**src/rtl/keypad_time_entry.sv**
```systemverilog
// Keypad time-entry front end: debounced one-hot numpad to BCD shift register,
// per-digit active-low load strobe and a free-running divided square wave.
module keypad_time_entry #(
  parameter int unsigned NUM_DIGITS     = 4,
  parameter int unsigned DEBOUNCE_TICKS = 3,
  parameter int unsigned DIV_COUNT      = 100
) (
  input  logic                               clock_100Hz,
  input  logic                               reset,
  input  logic [9:0]                         numpad,
  input  logic                               enablen,
  input  logic                               clear,
  output logic [4*NUM_DIGITS-1:0]            D,
  output logic [$clog2(NUM_DIGITS+1)-1:0]    digit_count,
  output logic                               loadn,
  output logic                               full,
  output logic                               pgt_1Hz
);

  localparam int unsigned DW   = 4 * NUM_DIGITS;
  localparam int unsigned CW   = $clog2(NUM_DIGITS + 1);
  localparam int unsigned DBW  = $clog2(DEBOUNCE_TICKS + 1);
  localparam int unsigned DIVW = $clog2(DIV_COUNT);

  typedef enum logic [1:0] {IDLE, DEBOUNCE, HELD, RELEASE} state_t;

  state_t          state, state_n;
  logic [DBW-1:0]  cnt, cnt_n;
  logic [3:0]      code, code_n;
  logic [3:0]      key_code_c;
  logic            key_valid_c;
  logic            same_key_c;
  logic            accept_c;
  logic [DW-1:0]   d_shift_c;
  logic [DIVW-1:0] div_cnt;
  logic [DIVW-1:0] div_next_c;

  // One-hot to BCD encode; a key is valid only when exactly one bit is set
  always_comb begin
    key_code_c = '0;
    for (int k = 0; k < 10; k++) begin
      if (numpad[k]) key_code_c = 4'(k);
    end
    key_valid_c = (numpad != '0) && ((numpad & (numpad - 10'd1)) == '0);
    same_key_c  = key_valid_c && (key_code_c == code);
    d_shift_c   = (D << 4) | DW'(key_code_c);
  end

  // Debounce FSM state register
  always_ff @(posedge clock_100Hz) begin
    if (reset) begin
      state <= IDLE;
      cnt   <= '0;
      code  <= '0;
    end else begin
      state <= state_n;
      cnt   <= cnt_n;
      code  <= code_n;
    end
  end

  // Debounce FSM next-state: press qualification, hold, release qualification
  always_comb begin
    state_n  = state;
    cnt_n    = cnt;
    code_n   = code;
    accept_c = 1'b0;
    case (state)
      IDLE: begin
        if (!enablen && key_valid_c) begin
          code_n = key_code_c;
          if (DEBOUNCE_TICKS == 1) begin
            accept_c = 1'b1;
            state_n  = HELD;
          end else begin
            cnt_n   = DBW'(1);
            state_n = DEBOUNCE;
          end
        end
      end
      DEBOUNCE: begin
        if (!enablen && same_key_c) begin
          if (cnt == DBW'(DEBOUNCE_TICKS - 1)) begin
            accept_c = 1'b1;
            state_n  = HELD;
          end else begin
            cnt_n = cnt + DBW'(1);
          end
        end else begin
          state_n = IDLE;
        end
      end
      HELD: begin
        if (numpad == '0) begin
          if (DEBOUNCE_TICKS == 1) begin
            state_n = IDLE;
          end else begin
            cnt_n   = DBW'(1);
            state_n = RELEASE;
          end
        end
      end
      RELEASE: begin
        if (numpad != '0) begin
          state_n = HELD;
        end else if (cnt == DBW'(DEBOUNCE_TICKS - 1)) begin
          state_n = IDLE;
        end else begin
          cnt_n = cnt + DBW'(1);
        end
      end
      default: state_n = IDLE;
    endcase
  end

  // Entry register: clear beats accept; accepts are dropped once full
  always_ff @(posedge clock_100Hz) begin
    if (reset) begin
      D           <= '0;
      digit_count <= '0;
      full        <= 1'b0;
      loadn       <= 1'b1;
    end else if (clear) begin
      D           <= '0;
      digit_count <= '0;
      full        <= 1'b0;
      loadn       <= 1'b1;
    end else if (accept_c && !full) begin
      D           <= d_shift_c;
      digit_count <= digit_count + CW'(1);
      full        <= (digit_count + CW'(1)) == CW'(NUM_DIGITS);
      loadn       <= 1'b0;
    end else begin
      loadn       <= 1'b1;
    end
  end

  assign div_next_c = (div_cnt == DIVW'(DIV_COUNT - 1)) ? '0 : div_cnt + DIVW'(1);

  // Free-running divider; output follows the upper half of the count
  always_ff @(posedge clock_100Hz) begin
    if (reset) begin
      div_cnt <= '0;
      pgt_1Hz <= 1'b0;
    end else begin
      div_cnt <= div_next_c;
      pgt_1Hz <= div_next_c >= DIVW'(DIV_COUNT / 2);
    end
  end

endmodule

```
**config.mk**
```make
export PLATFORM = sky130hd
export DESIGN_NAME = keypad_time_entry
export DESIGN_NICKNAME = d
export VERILOG_FILES = /design/src/rtl/keypad_time_entry.sv
export SDC_FILE = /design/constraint.sdc
export NUM_CORES = 1
export LEC_CHECK = 0
export ABC_AREA = 1
export CAP_MARGIN = 20
export CELL_PAD_IN_SITES_DETAIL_PLACEMENT = 0
export CELL_PAD_IN_SITES_GLOBAL_PLACEMENT = 1
export CORE_MARGIN = 5
export CORE_UTILIZATION = 25
export CTS_CLUSTER_SIZE = 10
export DETAILED_ROUTE_END_ITERATION = 8
export GPL_TIMING_DRIVEN = 0
export HOLD_SLACK_MARGIN = 0.05
export PLACE_DENSITY_LB_ADDON = 0.12
export SYNTH_ARGS = -nofsm -noshare
export SYNTH_HDL_FRONTEND = slang
export SYNTH_SLANG_ARGS = --single-unit
```
**constraint.sdc**
```tcl
create_clock -name clock_100Hz -period 2.71 [get_ports clock_100Hz]
set_input_delay 0.4065 -clock clock_100Hz [delete_from_list [all_inputs] [get_ports clock_100Hz]]
set_output_delay 0.4065 -clock clock_100Hz [all_outputs]
set_load 0.03 [all_outputs]
```
==> reports/results.ini, run 1 <==
[floorplan]
ioPinCount = 36
die_x_um = 98.33
core_region_area_um2 = 7647
starting_density_of_the_core_pct = 25.51
fp-row-count = 32
die_h_um = 98.33
dieArea_um2 = 9669

[sta]
clock-skew-final_ns = 0.008918
finalWorstPathRequiredPeriod_ns = 2.251
final_worst_path_period_share_pct = 83.05
unrepaired_setup_endpoints_after_global_routing = no
finalHoldViolCount = 0
setup_tns_ns = 0
relSlewSlack_pct = 66.91
fin_hold_ws_ns = 0.4770
finalSetupViolCount = 0
postLayoutSetupSlackWorst_ns = 0.4594
achievable-frequency_mhz = 444.3
transition_at_the_pin_with_the_smallest_max_transition_slack_ns = 0.4926
maxSlewViolCount = 0

[route]
route.detailed.wl_per_inst_um = 10.38
postRouteWirelength_um = 4339
num_vias = 1719
total_drc_errors_in_the_routed_layout = 0
vias_cell = 4.112
antenna_violating_nets_post_route = 0
detailedRoute.firstPassIterationCount = 4
drt-initial-drc-count = 53

[synthesis]
post_synth_net_total = 293
netlist-cell-type-count = 26
synth_area_leader_cell = sky130_fd_sc_hd__dfxtp_1
postSynth.asyncResetShare_pct = 0
syn_area_um2 = 1951
yosys.cell_count.top_type = sky130_fd_sc_hd__nor2_1
synth_top_cell_area_share_pct = 37.97
synth_warnings = 0
synthesis.area_per_instance_um2 = 7.119
synth-seq-cells = 37
synth_sequential_area_ratio_pct = 37.97
synth_common_cells = sky130_fd_sc_hd__nor2_1 (55), sky130_fd_sc_hd__nand2_1 (42), sky130_fd_sc_hd__dfxtp_1 (37)
syn-instance-count = 274
ys.flop_type = sky130_fd_sc_hd__dfxtp_1
synth_edf_count = 0
synth.area.top_cells = sky130_fd_sc_hd__dfxtp_1 (38%), sky130_fd_sc_hd__nor2_1 (11%), sky130_fd_sc_hd__nand2_1 (8.1%), sky130_fd_sc_hd__inv_1 (5.4%), sky130_fd_sc_hd__buf_4 (4.6%)

[grt]
grt_first_pass_wirelength_um = 7714
global_route.usage.total_pct = 9.573
grt_remaining_overflow = 0
antenna_found_initial = 0
first_global_vias = 1725
maximum_number_of_pins_on_one_net_before_global_route_repair = 13

[clock_network]
tritoncts = done
cts.clk_slew.worst_paths_ns = 0.07
cts_root_buf = sky130_fd_sc_hd__clkbuf_8
cts_resized = 0
depth_of_the_cts_h_tree = 2
clockBufferDepth = 2
insertion_delay_ns = 0.28
cts_hold_buffers = 0
clock_sinks = 37
cts_buffers = 5
post_cts_setup_buffers = 0

[finish]
antennaDiodeCount = 0
final_layout_size_suffix_gt1_share_pct = 12.97
fin_util_pct = 33.20
fillers = 844
nets = 334
finish.instance_area_um2 = 2539
syn_to_final_growth_pct = 30.15

[worst_setup_path]
r2r_start = code[3]
worstSetupPathType = in -> reg
worst_setup_path_start_kind = input port
ff2ff_setup_slack_ns = 1.05
critPathRequiredTime_ns = 2.88
regToRegEndpoint = D[10]
setup.worst_path.end_class = register
path_max_fanout = 5
critPathLaunch = numpad[3]
worst_r2r_path_depth = 11
worstPathArrival_ns = 2.42

[pwr]
internal_power_uw = 953.6
power_density_nw_per_um2 = 515.2
power_frac_comb_pct = 16.8
irDropWorstVdd_mv = 0.2330
power.clock.fraction_pct = 38.4
share_seq_of_total_power_pct = 44.8
swShare_pct = 27.10
power_switching_uw = 354.4
power.static_leakage_nw = 1.085

[run_status]
status = completed

[placement]
gpl.final_weighted_congestion = 0.7607
dpl_worst_slack_ns = 0.07863
postPlaceCellArea_um2 = 2419
port_buffers = 34
hpwl_um = 3404

[min_path]
hold_path_depth = 2
worst_hold_path.endpoint = div_cnt[1]
hp-start = reset
hold_class = in -> reg

[job]
timing.max_cap.violations = 0

-- power by group through the flow --
stage / Clock [mW] / Combinational (mW) / Sequential, mW
floorplan: 0 / 0.161 / 0.595
global placement: 0 / 0.222 / 0.600
detailed placement: 0 / 0.221 / 0.599
CTS: 0.525 / 0.222 / 0.586
global route: 0.551 / 0.261 / 0.593
finish: 0.502 / 0.219 / 0.587
-- how the worst max path moves through the flow --
stage / endpoint / slack, ns / cells after the start
2_1_floorplan: D[12] / 0.93 / 13
3_3_place_gp: code[1] / 0.09 / 11
3_5_place_dp: code[0] / 0.08 / 11
4_1_cts: code[0] / 0.38 / 11
5_1_grt: code[0] / 0.11 / 12
6_report: code[0] / 0.46 / 11
-- registers in the layout, summed over array words and instances, names as in the netlist --
signal	flops
code	4
cnt	2
div_cnt	7
full	1
state	2
digit_count	3
loadn	1
D	16
pgt_1Hz	1
-- layout make-up --
type	instances	area (um^2)	area share, %
Tap cell	102	127.6	5.027
Inverter	29	108.9	4.288
Clock inverter	2	37.54	1.479
Buffer	19	138.9	5.471
Multi-Input combinational cell	189	962.2	37.90
Sequential cell	37	740.7	29.18
Clock buffer	6	82.58	3.253
Timing Repair Buffer	34	340.3	13.41
-- cells in the final DEF, fill, tap and decap left out, drive strengths merged --
| cell type | count |
|---|---|
| buf | 15 |
| dfxtp | 37 |
| nor2 | 63 |
| inv | 29 |
| nand3b | 2 |
| or2 | 2 |
| nand2 | 46 |
| bufinv | 1 |
| and3 | 1 |
| ha | 5 |
| o21ai | 28 |
| xor2 | 4 |
| clkbuf | 10 |
| a21oi | 13 |
| nand4 | 7 |
| nand3 | 15 |
| o2111ai | 1 |
| nor3 | 2 |
| clkinvlp | 1 |
| clkdlybuf4s50 | 34 |
-- critical path: stages --
cell	delay (ns)
sky130_fd_sc_hd__clkdlybuf4s50_1	0.48
sky130_fd_sc_hd__nor2_2	0.22
sky130_fd_sc_hd__nand2_2	0.08
sky130_fd_sc_hd__nand2_1	0.06
sky130_fd_sc_hd__nand4_1	0.09
sky130_fd_sc_hd__nor2_1	0.13
sky130_fd_sc_hd__nand2_1	0.13
sky130_fd_sc_hd__nor3_1	0.41
sky130_fd_sc_hd__inv_1	0.17
sky130_fd_sc_hd__o21ai_0	0.17
sky130_fd_sc_hd__a21oi_1	0.06
-- stage by stage --
stage	std cells	total power, mW
6_report	418	1.308
5_1_grt	418	1.404
4_1_cts	418	1.333
3_5_place_dp	410	0.8207
3_3_place_gp	410	0.8217
2_1_floorplan	274	0.7559
-- kinds of logic after synthesis --
family,share of synthesized area [%]
compound gates,11.35
buf+inv,12.70
simple gates,32.97
fa+ha+maj,3.207
xor+xnor,1.796
flops,37.97
-- routing by layer --
metal / up-vias / global-route usage [%] / wire (um)
li1: 943 / - / -
met1: 738 / 12.67 / 2225
met2: 33 / 15.18 / 1845
met3: 5 / 2.429 / 203
met4: 0 / 3.151 / 64
met5: - / 0 / 0
Note: power is estimated with default switching activity, not from simulation.
==> run 2, diff against run 1 <==
Clock period 2.71 ns to 2.08 ns, I/O delays scaled along.
==> run 2 against run 1 <==
Core utilization increased by 0.18 points. Clock power increased by 30%. Flip-flop and latch count unchanged. Final cell count increased by 0.24%. Final area increased by 0.54%. Global-route usage about the same. Wire length increased by 0.25%. Power increased by 31%. Clock skew about the same. Sequential power increased by 30%.
==> reports/results.ini, run 2 (synthesized netlist as in run 1, its figures left out) <==
[clock_network]
cts_buffers = 5
clockBufferDepth = 2
clock_sinks = 37
cts.clk_slew.worst_paths_ns = 0.08
tritoncts = done
insertion_delay_ns = 0.29
depth_of_the_cts_h_tree = 2
cts_hold_buffers = 0
cts_root_buf = sky130_fd_sc_hd__clkbuf_8

[route]
route.detailed.wl_per_inst_um = 10.38
detailedRoute.firstPassIterationCount = 4
total_drc_errors_in_the_routed_layout = 0
antenna_violating_nets_post_route = 0
postRouteWirelength_um = 4350
vias_cell = 4.105
drt-initial-drc-count = 53
num_vias = 1720

[worst_setup_path]
worstPathArrival_ns = 2.05
setup.worst_path.end_class = register
regToRegEndpoint = D[10]
worst_r2r_path_depth = 11
ff2ff_setup_slack_ns = 0.44
timing.critical_path.buf_inv = 3
worst_setup_path_start_kind = input port
cp_slowest_stage_delay_ns = 0.27
r2r_start = code[3]
cp_cell_sequence = dlygate4sd2_1 -> nor2_4 -> nand2_1 -> o21ai_1 -> nand2_1 -> nor2_1 -> nand2_2 -> nor2_4 -> nand4_2 -> nor2_4 -> inv_4 -> buf_6 -> nor2_1 -> nor2_1
worstSetupPathType = in -> reg
critPathRequiredTime_ns = 2.27
worst_path_max_delay_cell = sky130_fd_sc_hd__dlygate4sd2_1
crit_family = simple AND/OR/NAND/NOR gates
path_max_fanout = 10

[pwr]
power.static_leakage_nw = 1.111
share_seq_of_total_power_pct = 44.8
power_frac_comb_pct = 17.0
swShare_pct = 27.41
finalPower_mw = 1.709
irDropWorstVdd_mv = 0.3059
power_density_nw_per_um2 = 669.6
power.clock.fraction_pct = 38.2
power_switching_uw = 468.5
internal_power_mw = 1.241

[finish]
nets = 335
final_layout_size_suffix_gt1_share_pct = 14.20
layout_commonest_cell = sky130_fd_sc_hd__nor2_1
mostFrequentLayoutCells = sky130_fd_sc_hd__nor2_1 (55), sky130_fd_sc_hd__nand2_1 (41), sky130_fd_sc_hd__dfxtp_1 (37)
fin_util_pct = 33.38
multi_input_area_um2 = 978.4
top_register = D
antennaDiodeCount = 0
syn_to_final_growth_pct = 30.85
layout.area.seq_um2 = 740.7
largest_register_ffs = 16
fillers = 842
top_regs = D: 16 flops, div_cnt: 7 flops, code: 4 flops

[sta]
clock-skew-final_ns = 0.009195
unrepaired_setup_endpoints_after_global_routing = no
maxSlewViolCount = 0
achievable-frequency_mhz = 535.4
fin_hold_ws_ns = 0.3803
relSlewSlack_pct = 68.22
finalSetupViolCount = 0
finalWorstPathRequiredPeriod_ns = 1.868
final_worst_path_period_share_pct = 89.79
finalHoldViolCount = 0
transition_at_the_pin_with_the_smallest_max_transition_slack_ns = 0.4767

[min_path]
hold_path_depth = 2
hp-start = reset
hold_class = in -> reg
worst_hold_path.endpoint = div_cnt[6]

[placement]
port_buffers = 34
gpl.final_weighted_congestion = 0.7607
hpwl_um = 3404

[floorplan]
fp-row-count = 32
die_x_um = 98.33
ioPinCount = 36
starting_density_of_the_core_pct = 25.51
dieArea_um2 = 9669
die_h_um = 98.33
core_region_area_um2 = 7647

[run_status]
status = completed

[job]
timing.max_cap.violations = 0

[grt]
grt_remaining_overflow = 0
global_route.usage.total_pct = 9.588
grt_first_pass_wirelength_um = 7721
antenna_found_initial = 0
maximum_number_of_pins_on_one_net_before_global_route_repair = 13
first_global_vias = 1733

==> run 2: metrics by stage <==
stage / worst slack, ns / TNS (ns) / cell area (um^2) / std cells
floorplan: 0.3969 / 0 / 1951 / 274
global placement: -0.4455 / -9.765 / 2419 / 410
detailed placement: -0.4569 / -9.619 / 2419 / 410
CTS: 0.1608 / 0 / 2549 / 419
global route: 0.01675 / 0 / 2552 / 419
finish: 0.2123 / 0 / 2552 / 419
==> run 2: power by group through the flow <==
stage | Combinational [mW] | Sequential, mW | Clock, mW
floorplan | 0.209 | 0.775 | 0
global placement | 0.289 | 0.782 | 0
detailed placement | 0.288 | 0.781 | 0
CTS | 0.286 | 0.765 | 0.684
global route | 0.344 | 0.773 | 0.718
finish | 0.290 | 0.766 | 0.653
==> run 2: worst max path at each step <==
stage	slack, ns	cells after the start	start	endpoint
2_1_floorplan	0.40	13	numpad[4]	D[12]
3_3_place_gp	-0.45	11	numpad[3]	code[1]
3_5_place_dp	-0.46	11	numpad[3]	code[0]
4_1_cts	0.16	14	numpad[5]	D[10]
5_1_grt	0.02	14	numpad[0]	D[11]
6_report	0.21	14	numpad[0]	D[10]
==> run 2: final cells by class <==
type                    instances  area share, %
plain buffers                  19          5.441
clock buffers                   6          3.235
clock inverters                 2          1.471
inverters                      29          4.363
multi-input cells             189          38.33
flip-flops and latches         37          29.02
well taps                     102          5.000
repair buffers                 35          13.14
==> run 2: layer usage <==
metal | vias to the layer above | track usage (%) | routed length, um
met4 | 0 | 3.151 | 64
met3 | 5 | 2.429 | 189
met5 | - | 0 | 0
li1 | 945 | - | -
met1 | 739 | 12.63 | 2240
met2 | 31 | 15.29 | 1855
==> run 2: repair_timing <==
item / CTS / global route
setup buffers: 1 / 0
pin swaps: 5 / 1
endpoints found under the setup margin: 18 / 2
gates cloned: 0 / 0
resized for setup: 15 / 1
==> run 3, diff against run 2 <==
Clock period 2.08 ns to 1.86 ns, I/O delays scaled along.
==> run 3 against run 2 <==
Combinational power increased by 16%. Worst setup slack got worse by 0.11 ns. Core utilization increased by 1.5 points. Final cell count increased by 1.9%. Wire length increased by 4.0%. Die area unchanged. Register-to-register slack got worse by 0.28 ns. Clock-buffer cell count unchanged. Sequential share of layout area decreased by 1.2 points. Clock power increased by 12%. First-iteration DRC count increased by 19%. Flip-flop and latch count unchanged.
==> reports/results.ini, run 3 (synthesized netlist as in run 1, its figures left out) <==
[pwr]
swShare_pct = 27.60
power_switching_uw = 530.1
power_density_nw_per_um2 = 720.9
share_seq_of_total_power_pct = 44.6
power.static_leakage_nw = 1.154
finalPower_mw = 1.920
irDropWorstVdd_mv = 0.3424
power_frac_comb_pct = 17.5
power.clock.fraction_pct = 38.0
internal_power_mw = 1.390

[floorplan]
ioPinCount = 36
die_h_um = 98.33
die_x_um = 98.33
dieArea_um2 = 9669
starting_density_of_the_core_pct = 25.51
fp-row-count = 32
core_region_area_um2 = 7647

[clock_network]
clock_sinks = 37
insertion_delay_ns = 0.28
tritoncts = done
cts.clk_slew.worst_paths_ns = 0.08
clockBufferDepth = 2
cts_buffers = 5
cts_root_buf = sky130_fd_sc_hd__clkbuf_8
depth_of_the_cts_h_tree = 2

[worst_setup_path]
worstSetupPathType = in -> reg
crit_path_frequent_cell = sky130_fd_sc_hd__nor2_4
timing.critical_path.buf_inv = 4
cp_cell_sequence = clkdlybuf4s15_1 -> nor2_4 -> buf_4 -> xor2_1 -> nor2_1 -> nand3_1 -> nor2_4 -> nand4_4 -> nor2_4 -> clkinv_4 -> clkbuf_16 -> nor2_2 -> nor2_1
worstPathArrival_ns = 1.94
setup.worst_path.end_class = register
worst_setup_path_start_kind = input port
critPathRequiredTime_ns = 2.05
worst_path_max_delay_cell = sky130_fd_sc_hd__clkdlybuf4s15_1
crit_family = simple AND/OR/NAND/NOR gates
path_max_fanout = 8
cp_slowest_stage_delay_ns = 0.24

[finish]
finish.instance_area_um2 = 2664
syn_to_final_growth_pct = 36.56
antennaDiodeCount = 0
layout_commonest_cell = sky130_fd_sc_hd__nor2_1
mostFrequentLayoutCells = sky130_fd_sc_hd__nor2_1 (44), sky130_fd_sc_hd__nand2_1 (39), sky130_fd_sc_hd__dfxtp_1 (37)
nets = 343
top_regs = D: 16 flops, div_cnt: 7 flops, code: 4 flops
top_register = D
largest_register_ffs = 16
final_layout_size_suffix_gt1_share_pct = 23.69
fillers = 838

[sta]
clock-skew-final_ns = 0.007634
relSlewSlack_pct = 68.25
finalSetupViolCount = 0
postLayoutSetupSlackWorst_ns = 0.1039
maxSlewViolCount = 0
finalHoldViolCount = 0
unrepaired_setup_endpoints_after_global_routing = yes
setup_tns_ns = 0
transition_at_the_pin_with_the_smallest_max_transition_slack_ns = 0.4763
achievable-frequency_mhz = 569.4
fin_hold_ws_ns = 0.3472
finalWorstPathRequiredPeriod_ns = 1.756
final_worst_path_period_share_pct = 94.42

[job]
timing.max_cap.violations = 0

[placement]
port_buffers = 34
dpl_worst_slack_ns = -0.6439
gpl.final_weighted_congestion = 0.7607
hpwl_um = 3404
postPlaceCellArea_um2 = 2419

[route]
postRouteWirelength_um = 4523
vias_cell = 4.115
num_vias = 1757
drt-initial-drc-count = 63
antenna_violating_nets_post_route = 0
route.detailed.wl_per_inst_um = 10.59
detailedRoute.firstPassIterationCount = 4
total_drc_errors_in_the_routed_layout = 0

[grt]
grt_first_pass_wirelength_um = 7748
global_route.usage.total_pct = 9.617
antenna_found_initial = 0
first_global_vias = 1734
grt_remaining_overflow = 0
maximum_number_of_pins_on_one_net_before_global_route_repair = 13

[min_path]
hold_class = in -> reg

[run_status]
status = completed

## run 3: changes by cell type in the layout (fill, tap and decap cells not counted), moves of 2 or more
cell | previous run | this run
sky130_fd_sc_hd__nand2_2 | 4 | 6
sky130_fd_sc_hd__buf_4 | 13 | 21
sky130_fd_sc_hd__clkbuf_2 | 0 | 8
sky130_fd_sc_hd__nor2_1 | 55 | 44
sky130_fd_sc_hd__nor2_2 | 1 | 11
sky130_fd_sc_hd__dlygate4sd2_1 | 10 | 0
sky130_fd_sc_hd__nand2_1 | 41 | 39
## run 3: worst paths after layout
check | startpoint | slack (ns) | end | depth (start not counted)
worst max-delay path | numpad[9] | 0.10 | D[10] | 13
worst min-delay path | reset | 0.35 | div_cnt[6] | 2
worst min register to register | div_cnt[0] | 0.48 | div_cnt[0] | 1
worst max register to register | state[0] | 0.16 | D[10] | 8
## run 3: layout make-up
| class | instances | area, um^2 | share of cell area [%] |
|---|---|---|---|
| Multi-Input combinational cell | 189 | 1033 | 38.80 |
| Sequential cell | 37 | 740.7 | 27.81 |
| Timing Repair Buffer | 43 | 385.4 | 14.47 |
| Buffer | 19 | 142.6 | 5.355 |
| Tap cell | 102 | 127.6 | 4.791 |
| Inverter | 29 | 113.9 | 4.274 |
| Clock buffer | 6 | 82.58 | 3.100 |
| Clock inverter | 2 | 37.54 | 1.409 |
## run 3: layer usage
layer	wire, um	vias to the layer above	part of all wire [%]	global-route usage, %
met5	0	-	0	0
met4	64	0	1.4	3.151
met3	195	5	4.3	2.429
met2	1980	31	44	15.29
met1	2282	758	50	12.72
li1	-	963	-	-
## run 3: metrics by stage
stage,std cells,util (%)
floorplan,274,-
global placement,410,31.63
detailed placement,410,31.63
CTS,420,33.56
global route,427,34.83
finish,427,34.83
## run 3: timing repair
item	CTS	global route
gates cloned	0	1
buffers inserted	2	6
endpoints found under the setup margin	29	27
pin swaps	8	14
hold buffers	0	0
resized for setup	19	38
## run 3: power groups by stage
stage / sequential, mW / clock, mW / combinational [mW]
floorplan: 0.867 / 0 / 0.234
global placement: 0.874 / 0 / 0.323
detailed placement: 0.873 / 0 / 0.322
CTS: 0.856 / 0.765 / 0.321
global route: 0.865 / 0.802 / 0.396
finish: 0.856 / 0.729 / 0.335
